### src/rtl/piso_rr_scheduler.sv
// piso_rr_scheduler: shares one parallel-in/serial-out path between R word
// producers. A round-robin arbiter picks a requester while idle, loads its
// N-bit word and shifts it out MSB first with per-bit valid/last framing.
// Optional macro PISO_SCHED_PARITY_EN appends an even-parity bit to each frame.
module piso_rr_scheduler #(
    parameter int unsigned N = 4,
    parameter int unsigned R = 3
) (
    input  logic                 clk,
    input  logic                 reset_al_in,
    input  logic [R-1:0]         req_in,
    input  logic [R*N-1:0]       d_in,
    input  logic                 stall_in,
    output logic [R-1:0]         grant_out,
    output logic [$clog2(R)-1:0] src_out,
    output logic                 busy_out,
    output logic                 q_out,
    output logic                 q_valid_out,
    output logic                 q_last_out
);

`ifdef PISO_SCHED_PARITY_EN
    localparam int unsigned FL = N + 1;
`else
    localparam int unsigned FL = N;
`endif
    localparam int unsigned CW = $clog2(N + 2);
    localparam int unsigned SW = $clog2(R);
    localparam logic [CW-1:0] LAST_IDX = CW'(FL - 1);
    localparam logic [SW-1:0] MAX_IDX  = SW'(R - 1);

    typedef enum logic {
        IDLE  = 1'b0,
        SHIFT = 1'b1
    } state_t;

    state_t        state_q, state_d;
    logic [FL-1:0] shreg_q, shreg_d;
    logic [CW-1:0] cnt_q, cnt_d;     // index of the frame bit currently presented
    logic [SW-1:0] ptr_q, ptr_d;     // requester with highest priority next
    logic [R-1:0]  grant_q, grant_d;
    logic [SW-1:0] src_q, src_d;
    logic          busy_q, busy_d;
    logic          valid_q, valid_d;
    logic          last_q, last_d;

    logic [N-1:0]  words [R];
    logic          sel_found;
    logic [SW-1:0] sel_idx;
    logic [SW-1:0] cand;
    logic [N-1:0]  sel_word;
    logic [FL-1:0] load_val;

    for (genvar g = 0; g < R; g++) begin : g_word
        assign words[g] = d_in[g*N +: N];
    end

    // Round-robin pick: first requesting index at or after ptr_q, wrapping.
    always_comb begin
        sel_found = 1'b0;
        sel_idx   = '0;
        cand      = ptr_q;
        for (int unsigned k = 0; k < R; k++) begin
            if (!sel_found && req_in[cand]) begin
                sel_found = 1'b1;
                sel_idx   = cand;
            end
            cand = (cand == MAX_IDX) ? '0 : cand + 1'b1;
        end
    end

    assign sel_word = words[sel_idx];

`ifdef PISO_SCHED_PARITY_EN
    assign load_val = {sel_word, ^sel_word};
`else
    assign load_val = sel_word;
`endif

    // Next-state and registered-output logic for the IDLE/SHIFT controller.
    // The bit on q_out is taken by the link in its valid cycle; a stall only
    // delays presenting the following bit, so no bit is repeated or skipped.
    always_comb begin
        state_d = state_q;
        shreg_d = shreg_q;
        cnt_d   = cnt_q;
        ptr_d   = ptr_q;
        src_d   = src_q;
        busy_d  = busy_q;
        grant_d = '0;
        valid_d = 1'b0;
        last_d  = 1'b0;
        case (state_q)
            IDLE: begin
                if (sel_found) begin
                    state_d          = SHIFT;
                    shreg_d          = load_val;
                    cnt_d            = '0;
                    grant_d[sel_idx] = 1'b1;
                    src_d            = sel_idx;
                    ptr_d            = (sel_idx == MAX_IDX) ? '0 : sel_idx + 1'b1;
                    busy_d           = 1'b1;
                    valid_d          = 1'b1;
                end
            end
            SHIFT: begin
                if (stall_in) begin
                    valid_d = 1'b0;
                end else if (cnt_q == LAST_IDX) begin
                    state_d = IDLE;
                    shreg_d = '0;
                    cnt_d   = '0;
                    busy_d  = 1'b0;
                end else begin
                    shreg_d = shreg_q << 1;
                    cnt_d   = cnt_q + 1'b1;
                    valid_d = 1'b1;
                    last_d  = ((cnt_q + 1'b1) == LAST_IDX);
                end
            end
            default: begin
                state_d = IDLE;
            end
        endcase
    end

    // State and output registers; reset aborts any frame in progress.
    always_ff @(posedge clk or negedge reset_al_in) begin
        if (!reset_al_in) begin
            state_q <= IDLE;
            shreg_q <= '0;
            cnt_q   <= '0;
            ptr_q   <= '0;
            src_q   <= '0;
            busy_q  <= 1'b0;
            grant_q <= '0;
            valid_q <= 1'b0;
            last_q  <= 1'b0;
        end else begin
            state_q <= state_d;
            shreg_q <= shreg_d;
            cnt_q   <= cnt_d;
            ptr_q   <= ptr_d;
            src_q   <= src_d;
            busy_q  <= busy_d;
            grant_q <= grant_d;
            valid_q <= valid_d;
            last_q  <= last_d;
        end
    end

    assign grant_out   = grant_q;
    assign src_out     = src_q;
    assign busy_out    = busy_q;
    assign q_out       = shreg_q[FL-1];
    assign q_valid_out = valid_q;
    assign q_last_out  = last_q;

endmodule
### config.mk
export PLATFORM = sky130hd
export DESIGN_NAME = piso_rr_scheduler
export DESIGN_NICKNAME = d
export VERILOG_FILES = /design/src/rtl/piso_rr_scheduler.sv
export SDC_FILE = /design/constraint.sdc
export NUM_CORES = 1
export LEC_CHECK = 0
export CAP_MARGIN = 20
export CORE_MARGIN = 1.5
export CORE_UTILIZATION = 40
export DETAILED_ROUTE_END_ITERATION = 16
export DONT_BUFFER_PORTS = 1
export REMOVE_ABC_BUFFERS = 1
export SYNTH_ARGS = -nofsm -noshare
export SYNTH_HDL_FRONTEND = slang
export SYNTH_SLANG_ARGS = --single-unit
### constraint.sdc
create_clock -name clk -period 1.4 [get_ports clk]
set_input_delay 0.42 -clock clk [delete_from_list [all_inputs] [get_ports clk]]
set_output_delay 0.42 -clock clk [all_outputs]
set_load 0.005 [all_outputs]
==> results of run 1 <==
-- cell usage in the layout (no fill, tap or decap), drive strengths merged --
cell	count
nand2	11
o21ai	5
a21oi	4
ha	4
o31ai	2
o21a	1
o2bb2ai	1
a22oi	1
xor2	1
a21o	3
o221ai	1
dfrtp	18
nand2b	3
o21ba	1
dlymetal6s4s	1
a21boi	1
or3	1
mux2	1
buf	11
nor3	4
o41ai	4
and4	3
nor2	7
o21bai	1
a221oi	1
and2b	1
a31oi	1
o32a	1
a211oi	3
nor2b	1
clkbuf	4
inv	8
-- through the flow --
step / utilization [%] / std cells
3_3_place_gp: 44.4 / 133
2_1_floorplan: - / 94
6_report: 48.5 / 140
5_1_grt: 48.5 / 140
4_1_cts: 47.1 / 139
3_5_place_dp: 44.4 / 133
-- final timing paths --
kind	from	end	slack (ps)	depth (start not counted)
min reg2reg	shreg_q[1]$_DFFE_PN0P_	shreg_q[1]$_DFFE_PN0P_	500	2
max in group asynchronous	reset_al_in	ptr_q[1]$_DFFE_PN0P_	590	1
max reg2reg	ptr_q[1]$_DFFE_PN0P_	shreg_q[2]$_DFFE_PN0P_	-20	4
max	ptr_q[1]$_DFFE_PN0P_	shreg_q[2]$_DFFE_PN0P_	-20	4
min in group asynchronous	reset_al_in	cnt_q[0]$_DFFE_PN0P_	260	1
min	stall_in	q_last_out$_DFF_PN0_	180	1
-- metal layers --
layer  wire length [um]  vias up  share of wire, %
met5                  0        -                 0
met4                  0        0                 0
met3                 94        0               4.3
met2               1060       15                48
met1               1050      375                48
li1                   -      374                 -
-- cell families after synthesis --
| group | Yosys count |
|---|---|
| XOR/XNOR | 1 |
| adder cells (fa/ha/maj) | 4 |
| AND/OR/NAND/NOR | 31 |
| flip-flops | 18 |
| buffers and inverters | 13 |
| multiplexers | 1 |
| AO/OA/AOI/OAI | 31 |
-- sequential cells by signal (all words and copies together), names as in the netlist --
name	cells
q_last_out	1
grant_out	3
q_valid_out	1
state_q	1
ptr_q	2
busy_out	1
shreg_q	4
src_out	2
cnt_q	3
-- critical path: stages, from the launching register on --
cell,delay (ps)
dfrtp_2,450
buf_4,160
o21bai_1,200
a211oi_1,370
o41ai_2,120
-- cells in the mapped netlist --
| cell | n |
|---|---|
| dfrtp_1 | 18 |
| nand2_1 | 11 |
| inv_1 | 8 |
| nor2_1 | 7 |
| o21ai_0 | 5 |
| a21oi_1 | 4 |
| ha_1 | 4 |
| nor3_1 | 4 |
| o41ai_2 | 4 |
| a211oi_1 | 3 |
| a21o_2 | 3 |
| and4_1 | 3 |
| buf_6 | 3 |
| clkbuf_1 | 2 |
| nand2b_1 | 2 |
| o31ai_1 | 2 |
| a21boi_4 | 1 |
| a221oi_2 | 1 |
| a22oi_1 | 1 |
| a31oi_1 | 1 |
| and2b_1 | 1 |
| mux2_2 | 1 |
| nand2b_2 | 1 |
| nor2b_1 | 1 |
| o21a_1 | 1 |
| o21ba_2 | 1 |
| o21bai_1 | 1 |
| o221ai_1 | 1 |
| o2bb2ai_1 | 1 |
| o32a_1 | 1 |
| or3_4 | 1 |
| xor2_1 | 1 |
-- area by class of cell --
cell class,instances,area share [%]
Multi-Input combinational cell,68,45.0
Sequential cell,18,38.0
Timing Repair Buffer,12,8.30
Tap cell,30,3.15
Clock buffer,4,3.05
Inverter,8,2.52
-- power by group --
part | leakage (nW) | total [mW] | internal (mW) | switching (mW)
Sequential | 0.231 | 0.851 | 0.699 | 0.152
Combinational | 0.316 | 0.866 | 0.433 | 0.432
Clock | 0.0210 | 0.323 | 0.159 | 0.165
-- what timing repair did --
item / CTS / global route
setup endpoints to repair: 7 / 12
endpoints found under the hold margin: 18 / 0
hold buffers: 1 / 0
setup buffers: 1 / 1
resized for setup: 3 / 11
==> out/results.ini, run 1 <==
[clock_network]
cts_buffers=3
clock_sinks=18
clk_latency_ps=290
clk_path_buf_depth=2
cts_tree=yes
h-tree-depth=1
path_clk_slew_ps=110
cts-root-buf=clkbuf_4

[synth]
ys_types=32
synth_compound_area_share_pct=26.7
avgSynthCellArea_um2=10.4
synth_top_area_share_pct=43.9
synth_area_um2=1030
yosys.area.top_type=dfrtp_1
yosysWarnings=0
synth-seq-cells=18
synth_xor_area_share_pct=0.854
yosys.area_share.adder_pct=4.88
synthSimpleGateAreaFrac_pct=15.6
ys_seq_area_share_pct=43.9
netlist_top_cells_area=dfrtp_1 44%, o41ai_2 6.3%, ha_1 4.9%
muxShareOfSynthArea_pct=1.10
synth_top_family_by_area=compound AO/OA/AOI/OAI gates
synth_cells=99

[floorplanning]
initial_utilization_pct=41.8
dieArea_um2=2880
core_um2=2450
io_pins=27
core.rowCount=18
die_w_um=53.6
die_h_um=53.6

[pwr]
peakVddDrop_uv=982
p_total_mw=2.04
powerDensity_nw_per_um2=1710
p_leak_nw=0.568

[critical_path]
worst_setup_path_end_kind=flip-flop
worstPathMaxFanout=5
path_class=flip-flop to flip-flop
worstPathArrival_ps=1610
timing.critical_path.required_ps=1590
start_kind=flip-flop

[global_route]
grt_busiest_layer=met1
grt_use_total_pct=16.8
overflow=0
gr-usage-met2_pct=23.7
grt_pass1_vias=694
grt_antenna_before_repair=0
grt_pass1_wl_um=3420
grt_start_max_net_pins=19
met3_usage_pct=7.78
met1_usage_pct=23.7

[final_layout]
regArea_um2=453
fin_area_um2=1190
nets=133
drive_gt1_share_pct=34.5
antenna_cells=0
area_delta_synth_final_pct=16.1
multi_input_area_um2=536
n_fill_cell=224

[route]
wl_per_cell_um=15.8
via_per_inst=5.46
drt-initial-drc-count=17
wirelength_um=2210
ant_nets=0
drc=0
drt_pre_antenna_iters=4
num_vias=764

[sta]
finalHoldViolations=0
fin_crit_sh_pct=101
fmax_mhz=704
whs_ps=180
setup_viol=1
post-route-min-period_ps=1420
rsz0062_at_grt=true
slew_headroom_pct=47.0
clock_skew_ps=6.49
drv_slew=0
tightest_slew_ps=795
fin_tns_setup_ps=-20.9
setup_slack_ps=-20.9

[outcome]
outcome=finished, violations left
violations=negative setup slack

[placement]
gp_congestion=0.760
portBuffers=0
place_ws_ps=-71.3
placed_area_um2=1090
hpwlAfterDp_um=1620

[min_path]
min_path_type=primary input to flip-flop

[flow_run]
max_cap_viol_count=0

No activity file was read; power rests on OpenSTA's default activity.
==> run 2, diff against run 1 <==
Clock period 1.4 ns to 1.43 ns, I/O delays scaled along.
==> out/results.ini, run 2 (synthesis gave the netlist of run 1 again) <==
[sta]
fmax_mhz=697
fin_crit_sh_pct=100
rsz0062_at_grt=true
finalHoldViolations=0
setup_viol=1
tightest_slew_ps=856
slew_headroom_pct=43.0
drv_slew=0
clock_skew_ps=8.72
whs_ps=204
setup_slack_ps=-3.82
post-route-min-period_ps=1430

[critical_path]
startpoint=ptr_q[1]$_DFFE_PN0P_
r2r_slack_ps=-4
rr_startpoint=ptr_q[1]$_DFFE_PN0P_
r2r_cells=5
path_class=flip-flop to flip-flop
worst_setup_path_end_kind=flip-flop
timing.critical_path.required_ps=1620
r2r-end=src_out[0]$_DFFE_PN0P_
start_kind=flip-flop
worstPathMaxFanout=5
worstPathArrival_ps=1620

[clock_network]
cts_tree=yes
h-tree-depth=1
clk_latency_ps=300
clk_path_buf_depth=2
cts-root-buf=clkbuf_4
cts_buffers=3
clock_sinks=18
path_clk_slew_ps=110

[final_layout]
nets=134
final_common_cell=dfrtp_1
largest_register_ffs=4
mostFrequentLayoutCells=17 x dfrtp_1, 11 x nand2_1, 11 x buf_4, 7 x inv_1, 7 x nor2_1
drive_gt1_share_pct=30.9
regArea_um2=452
multi_input_area_um2=526
regMostFlops=shreg_q
n_fill_cell=243
antenna_cells=0
area_delta_synth_final_pct=14.4

[floorplanning]
die_w_um=53.6
core_um2=2450
io_pins=27
core.rowCount=18
dieArea_um2=2880
initial_utilization_pct=41.8
die_h_um=53.6

[min_path]
min_path_type=primary input to flip-flop
whs_path_depth=1
worstHoldEndpoint=q_last_out$_DFF_PN0_
holdCritStartpoint=stall_in

[route]
via_per_inst=5.71
num_vias=800
drt_pre_antenna_iters=4
wl_per_cell_um=16.6
drc=0
wirelength_um=2330
drt-initial-drc-count=19
ant_nets=0

[outcome]
violations=negative setup slack
outcome=finished, violations left

[pwr]
p_leak_nw=0.565
peakVddDrop_uv=837
p_total_mw=1.94
powerDensity_nw_per_um2=1650

[placement]
place_ws_ps=-16.9
gp_congestion=0.754
hpwlAfterDp_um=1700
portBuffers=0

[global_route]
grt_use_total_pct=18.0
grt_pass1_vias=784
grt_antenna_before_repair=0
overflow=0
grt_pass1_wl_um=3730
grt_start_max_net_pins=19

[flow_run]
max_cap_viol_count=0

[run 2: how the worst max path moves through the flow]
| stage | to | slack, ps |
|---|---|---|
| 6_report | src_out[0]$_DFFE_PN0P_ | -4 |
| 3_5_place_dp | shreg_q[1]$_DFFE_PN0P_ | -20 |
| 4_1_cts | shreg_q[0]$_DFFE_PN0P_ | 3 |
| 3_3_place_gp | src_out[0]$_DFFE_PN0P_ | -30 |
| 2_1_floorplan | ptr_q[1]$_DFFE_PN0P_ | 20 |
| 5_1_grt | shreg_q[2]$_DFFE_PN0P_ | -70 |
[run 2: where the power goes]
part	internal (mW)	switching (mW)	leakage, nW
sequential	0.682	0.151	0.232
clock	0.0981	0.158	0.0138
combinational	0.434	0.417	0.319
[run 2: metrics by stage]
step	util, %	TNS (ps)	area, um2	std cells
2_1_floorplan	-	0	985	94
3_3_place_gp	44.4	-59.8	1090	133
3_5_place_dp	44.4	-48.9	1090	133
4_1_cts	47.1	0	1160	140
5_1_grt	47.8	-331	1170	140
6_report	47.8	-3.82	1170	140
[run 2: what timing repair did]
item,4_1_cts,5_1_grt
setup buffers,3,0
gates cloned,0,0
pin swaps,1,0
setup endpoints to repair,7,12
gates resized for setup,3,8
hold endpoints to repair,18,0
hold buffers,1,0
[run 2: layout make-up]
class | count | area share [%]
Clock buffer | 3 | 1.92
Inverter | 8 | 2.56
Multi-Input combinational cell | 68 | 44.8
Sequential cell | 18 | 38.5
Tap cell | 30 | 3.20
Timing Repair Buffer | 13 | 9.06
[run 2: per-layer routing]
metal  up-vias  track usage [%]  part of all wire (%)  wire (um)
li1        380                -                     -          -
met1       393             25.0                    45       1050
met2        27             27.8                    49       1130
met3         0             6.94                   6.1        141
met4         0             1.28                     0          0
met5         -                0                     0          0
[run 2: worst max-delay path, cell delays in order (launching register included)]
cell,delay (ps)
dfrtp_1,450
and2b_2,280
o221ai_2,170
buf_4,170
nor2_1,70
a21o_2,190
==> variant 1 (settings of run 1) <==
Reset style: synchronous (`reset_al_in`), changed in one clocked block.
--- a/src/rtl/piso_rr_scheduler.sv
+++ b/src/rtl/piso_rr_scheduler.sv
@@ -125,7 +125,7 @@
     end
 
     // State and output registers; reset aborts any frame in progress.
-    always_ff @(posedge clk or negedge reset_al_in) begin
+    always_ff @(posedge clk) begin
         if (!reset_al_in) begin
             state_q <= IDLE;
             shreg_q <= '0;
Check against the original RTL: differs if reset_al_in is asserted again (counterexample within 4 cycles, from zero or initial values and one cycle with reset_al_in low); with reset_al_in held inactive, the same outputs for 10 cycles.
==> variant 1 against run 1 <==
Setup slack improved by 48 ps; routed wire length decreased by 9.3%; area after synthesis decreased by 12%; critical path type unchanged; global-route usage decreased by 0.25 points; synthesized cell count increased by 5.1%; cell area decreased by 8.4%; sequential cell count unchanged.
Power is not compared: it rests on default switching activity, and its combinational part moved more than twofold at a synthesized area within 25%.
==> variant 1: results (changes against run 1) <==
run_status:
  result_of_the_run: "complete, no violations"
logic_synthesis:
  yosys-mux-area-fraction_pct: 0  # -1.1 points
  syn-instance-count: 104  # +5.1%
  synth.cell_area_um2: 903  # -12%
  most_instantiated_flip_flop_cell_in_the_synthesis_netlist: "sky130_fd_sc_hd__dfxtp_1"
  synthDistinctLibCells: 34  # +6.3%
  main_area_contributors_after_synthesis: "sky130_fd_sc_hd__dfxtp_1, sky130_fd_sc_hd__ha_1, sky130_fd_sc_hd__a32oi_1"
  yosys.area_share.adder_pct: 5.54  # +0.66 points
  async_flop_share_pct: 0  # -100 points
finish:
  filler_cell_count: 216  # -3.6%
  drive_gt1_share_pct: 30.6  # -3.9 points
  non_clock_buffer_total_of_the_final_layout: 8  # -4
  finish.net_count: 134  # +0.75%
  nonClkBufAreaFrac_pct: 5.50  # -2.8 points
  seq-cell-share_pct: 33.9  # -4.1 points
  clk_share_pct: 3.33  # +0.28 points
  ff_latch_area_um2: 370  # -18%
placement:
  detailedPlace.worstSlack_ps: -85.9  # -14.6 ps
  gp_congestion: 0.748  # -1.5%
  dp_cells: 135  # +1.5%
  placed_area_um2: 972  # -11%
  place.detailed.hpwl_um: 1400  # -14%
global_route:
  grt_use_total_pct: 16.5  # -0.25 points
  first_pass_grt_wire_length_um: 3180  # -6.9%
clock_network:
  post-cts-setup-buffer-count: 0  # -1
  cts_repair_resized_insts: 2  # -1
detailed_routing:
  vias: 769  # +0.65%
  route.final.wire_length_um: 2000  # -9.3%
  dr.max_layer_used: "met4"
  number_of_vias_per_cell_after_detailed_routing: 5.53  # +1.4%
  m1WireLength_um: 972  # -7.7%
timing:
  worst_clock_skew_ps: 11.3  # +4.77 ps
  worstMarginPinSlew_ps: 346  # -449 ps
[variant 1: cell count changes after synthesis, sizes merged, moves of 4 or more]
cell   delta
dfrtp    -18
and3      +4
dfxtp    +18
nand2     -5
nor3      -4
a32oi     +4
o41ai     -4
[variant 1: metrics by stage]
step,setup TNS (ps),hold WS (ps)
floorplan,-163,460
global placement,-103,477
detailed placement,-206,480
CTS,0,230
global route,-44.5,231
finish,0,246
[variant 1: critical path, cell delays in order, from the launching register on]
cell	delay, ps
sky130_fd_sc_hd__dfxtp_4	380
sky130_fd_sc_hd__nand2b_4	140
sky130_fd_sc_hd__a21o_1	180
sky130_fd_sc_hd__nor3b_1	140
sky130_fd_sc_hd__buf_4	160
sky130_fd_sc_hd__a32oi_2	150
sky130_fd_sc_hd__a31oi_1	100
[variant 1: path summary, 6_finish.rpt]
check / start / endpoint / cells after the start
min: reset_al_in / shreg_q[1] / 2
min reg2reg: src_out[0] / src_out[0] / 2
max reg2reg: ptr_q[0] / shreg_q[3] / 6
max: ptr_q[0] / shreg_q[3] / 6
==> variant 2 (settings of run 1) <==
Made on the original files. Set the parameter `N` to 16 (it was 4).
--- a/src/rtl/piso_rr_scheduler.sv
+++ b/src/rtl/piso_rr_scheduler.sv
@@ -3,7 +3,7 @@
 // N-bit word and shifts it out MSB first with per-bit valid/last framing.
 // Optional macro PISO_SCHED_PARITY_EN appends an even-parity bit to each frame.
 module piso_rr_scheduler #(
-    parameter int unsigned N = 4,
+    parameter int unsigned N = 16,
     parameter int unsigned R = 3
 ) (
     input  logic                 clk,
Ports: changed (resized d_in); port bits go from 27 to 63. No check against the original RTL was run, so the function may have changed too.
==> variant 2 against run 1 <==
The run still ends with setup timing left; synthesized cell count up 140%; setup slack worse by 64 ps; sequential cell count up 14; area after synthesis up 100%; power up 120%; global-route usage up 8.5 points; cell area up 150%; routed wire length rose to 3.1 times the old value; die area up 94%; critical path type unchanged; largest power group unchanged.
==> variant 2: results (changes against run 1) <==
run_status:
  violations: "setup timing"
  result_of_the_run: "finished with violations"
timing:
  fin_ws_ps: -85.3  # -64.4 ps
  worstMarginPinSlew_ps: 548  # -247 ps
  timing.final.setup_violations: 27  # +26
logic_synthesis:
  yosys.area_share.xor_xnor_pct: 0.851  # -0.0026 points
  main_area_contributors_after_synthesis: "sky130_fd_sc_hd__dfrtp_1, sky130_fd_sc_hd__o21ai_0, sky130_fd_sc_hd__a2bb2oi_1"
  synth_common_cells: "sky130_fd_sc_hd__o21ai_0, sky130_fd_sc_hd__dfrtp_1, sky130_fd_sc_hd__o21ai_1, sky130_fd_sc_hd__a21oi_1, sky130_fd_sc_hd__nor2b_1"
  synth_compound_gate_area_share_pct: 38.4  # +12 points
  yosys.area_share.adder_pct: 2.43  # -2.4 points
worst_hold_path:
  min_path_cells: 2  # +1
  timing.hold.worst_endpoint: "shreg_q[9]"
finish:
  multi_input_gates: 186  # +170%
  nonClockInverterCount: 6  # -2
  largest_reg_flops: 16  # +12
  clk_share_pct: 3.34  # +0.29 points
  nonClkBufAreaFrac_pct: 14.4  # +6.1 points
detailed_routing:
  drt_first_iter_violations: 180  # +163
  number_of_vias_per_cell_after_detailed_routing: 6.16  # +13%
placement:
  dp_cells: 322  # +140%
  detailedPlace.worstSlack_ps: -218  # -147 ps
setup_path:
  reg2regPathDepth: 6  # +2
  reg2reg_from: "ptr_q[0]"
  worst-r2r-setup-slack_ps: -90  # -60 ps
  path_max_fanout: 4  # -1
clock_network:
  clkTransAtPathRegs_ps: 80  # -30 ps
  htreeDepth: 2  # +1
global_route:
  grt_max_degree: 33  # +14
  first_pass_grt_wire_length_um: 10400  # +210%
power_and_ir_drop:
  irDropWorstVdd_v: 0.00120  # +22%
  power_report.internal_total_uw: 2770  # +110%
## variant 2: power by group through the flow
stage	sequential, uW	combinational [uW]	clock [uW]
finish	1440	2270	768
global route	1460	2470	821
CTS	1410	2020	789
detailed placement	1370	1670	0
global placement	1370	1640	0
floorplan	1390	940	0
## variant 2: cell families (layout without fill, tap and decap cells)
family / Yosys count / count (layout)
simple gates: 47 / 50
mux: 1 / 1
xor+xnor: 2 / 2
flops: 32 / 32
buf+inv: 24 / 56
compound gates: 129 / 129
fa+ha+maj: 4 / 4
## variant 2: timing repair
| action | in CTS | in global routing |
|---|---|---|
| gates resized for setup | 52 | 45 |
| hold buffers | 2 | 0 |
| setup buffers | 3 | 4 |
| gates cloned | 5 | 0 |
| hold endpoints to repair | 32 | 0 |
| endpoints found under the setup margin | 29 | 30 |
| pin swaps | 23 | 23 |
## variant 2: per-layer routing
layer  vias to the layer above  part of all wire, %  wire (um)  global-route usage [%]
li1                        955                    -          -                       -
met1                      1028                   41       2810                    32.7
met2                        99                   49       3350                    39.9
met3                        19                  7.4        510                    5.89
met4                         0                  3.1        212                    12.3
met5                         -                    0          0                       0
## variant 2: worst max-delay path: stages, from the launching register on
cell and delay, ps:
sky130_fd_sc_hd__dfrtp_1 410, sky130_fd_sc_hd__nor2b_2 230, sky130_fd_sc_hd__buf_4 170, sky130_fd_sc_hd__nand2_1 50
sky130_fd_sc_hd__a221o_1 310, sky130_fd_sc_hd__o211a_1 130, sky130_fd_sc_hd__o21ai_1 100
## variant 2: metrics by stage
stage          setup TNS, ps  utilization [%]  cell area, um2
2_1_floorplan         -12810                -            1970
3_3_place_gp           -3080             48.1            2330
3_5_place_dp           -4020             48.1            2330
4_1_cts                -1300             56.0            2710
5_1_grt                -3770             60.3            2920
6_report               -1360             60.3            2920
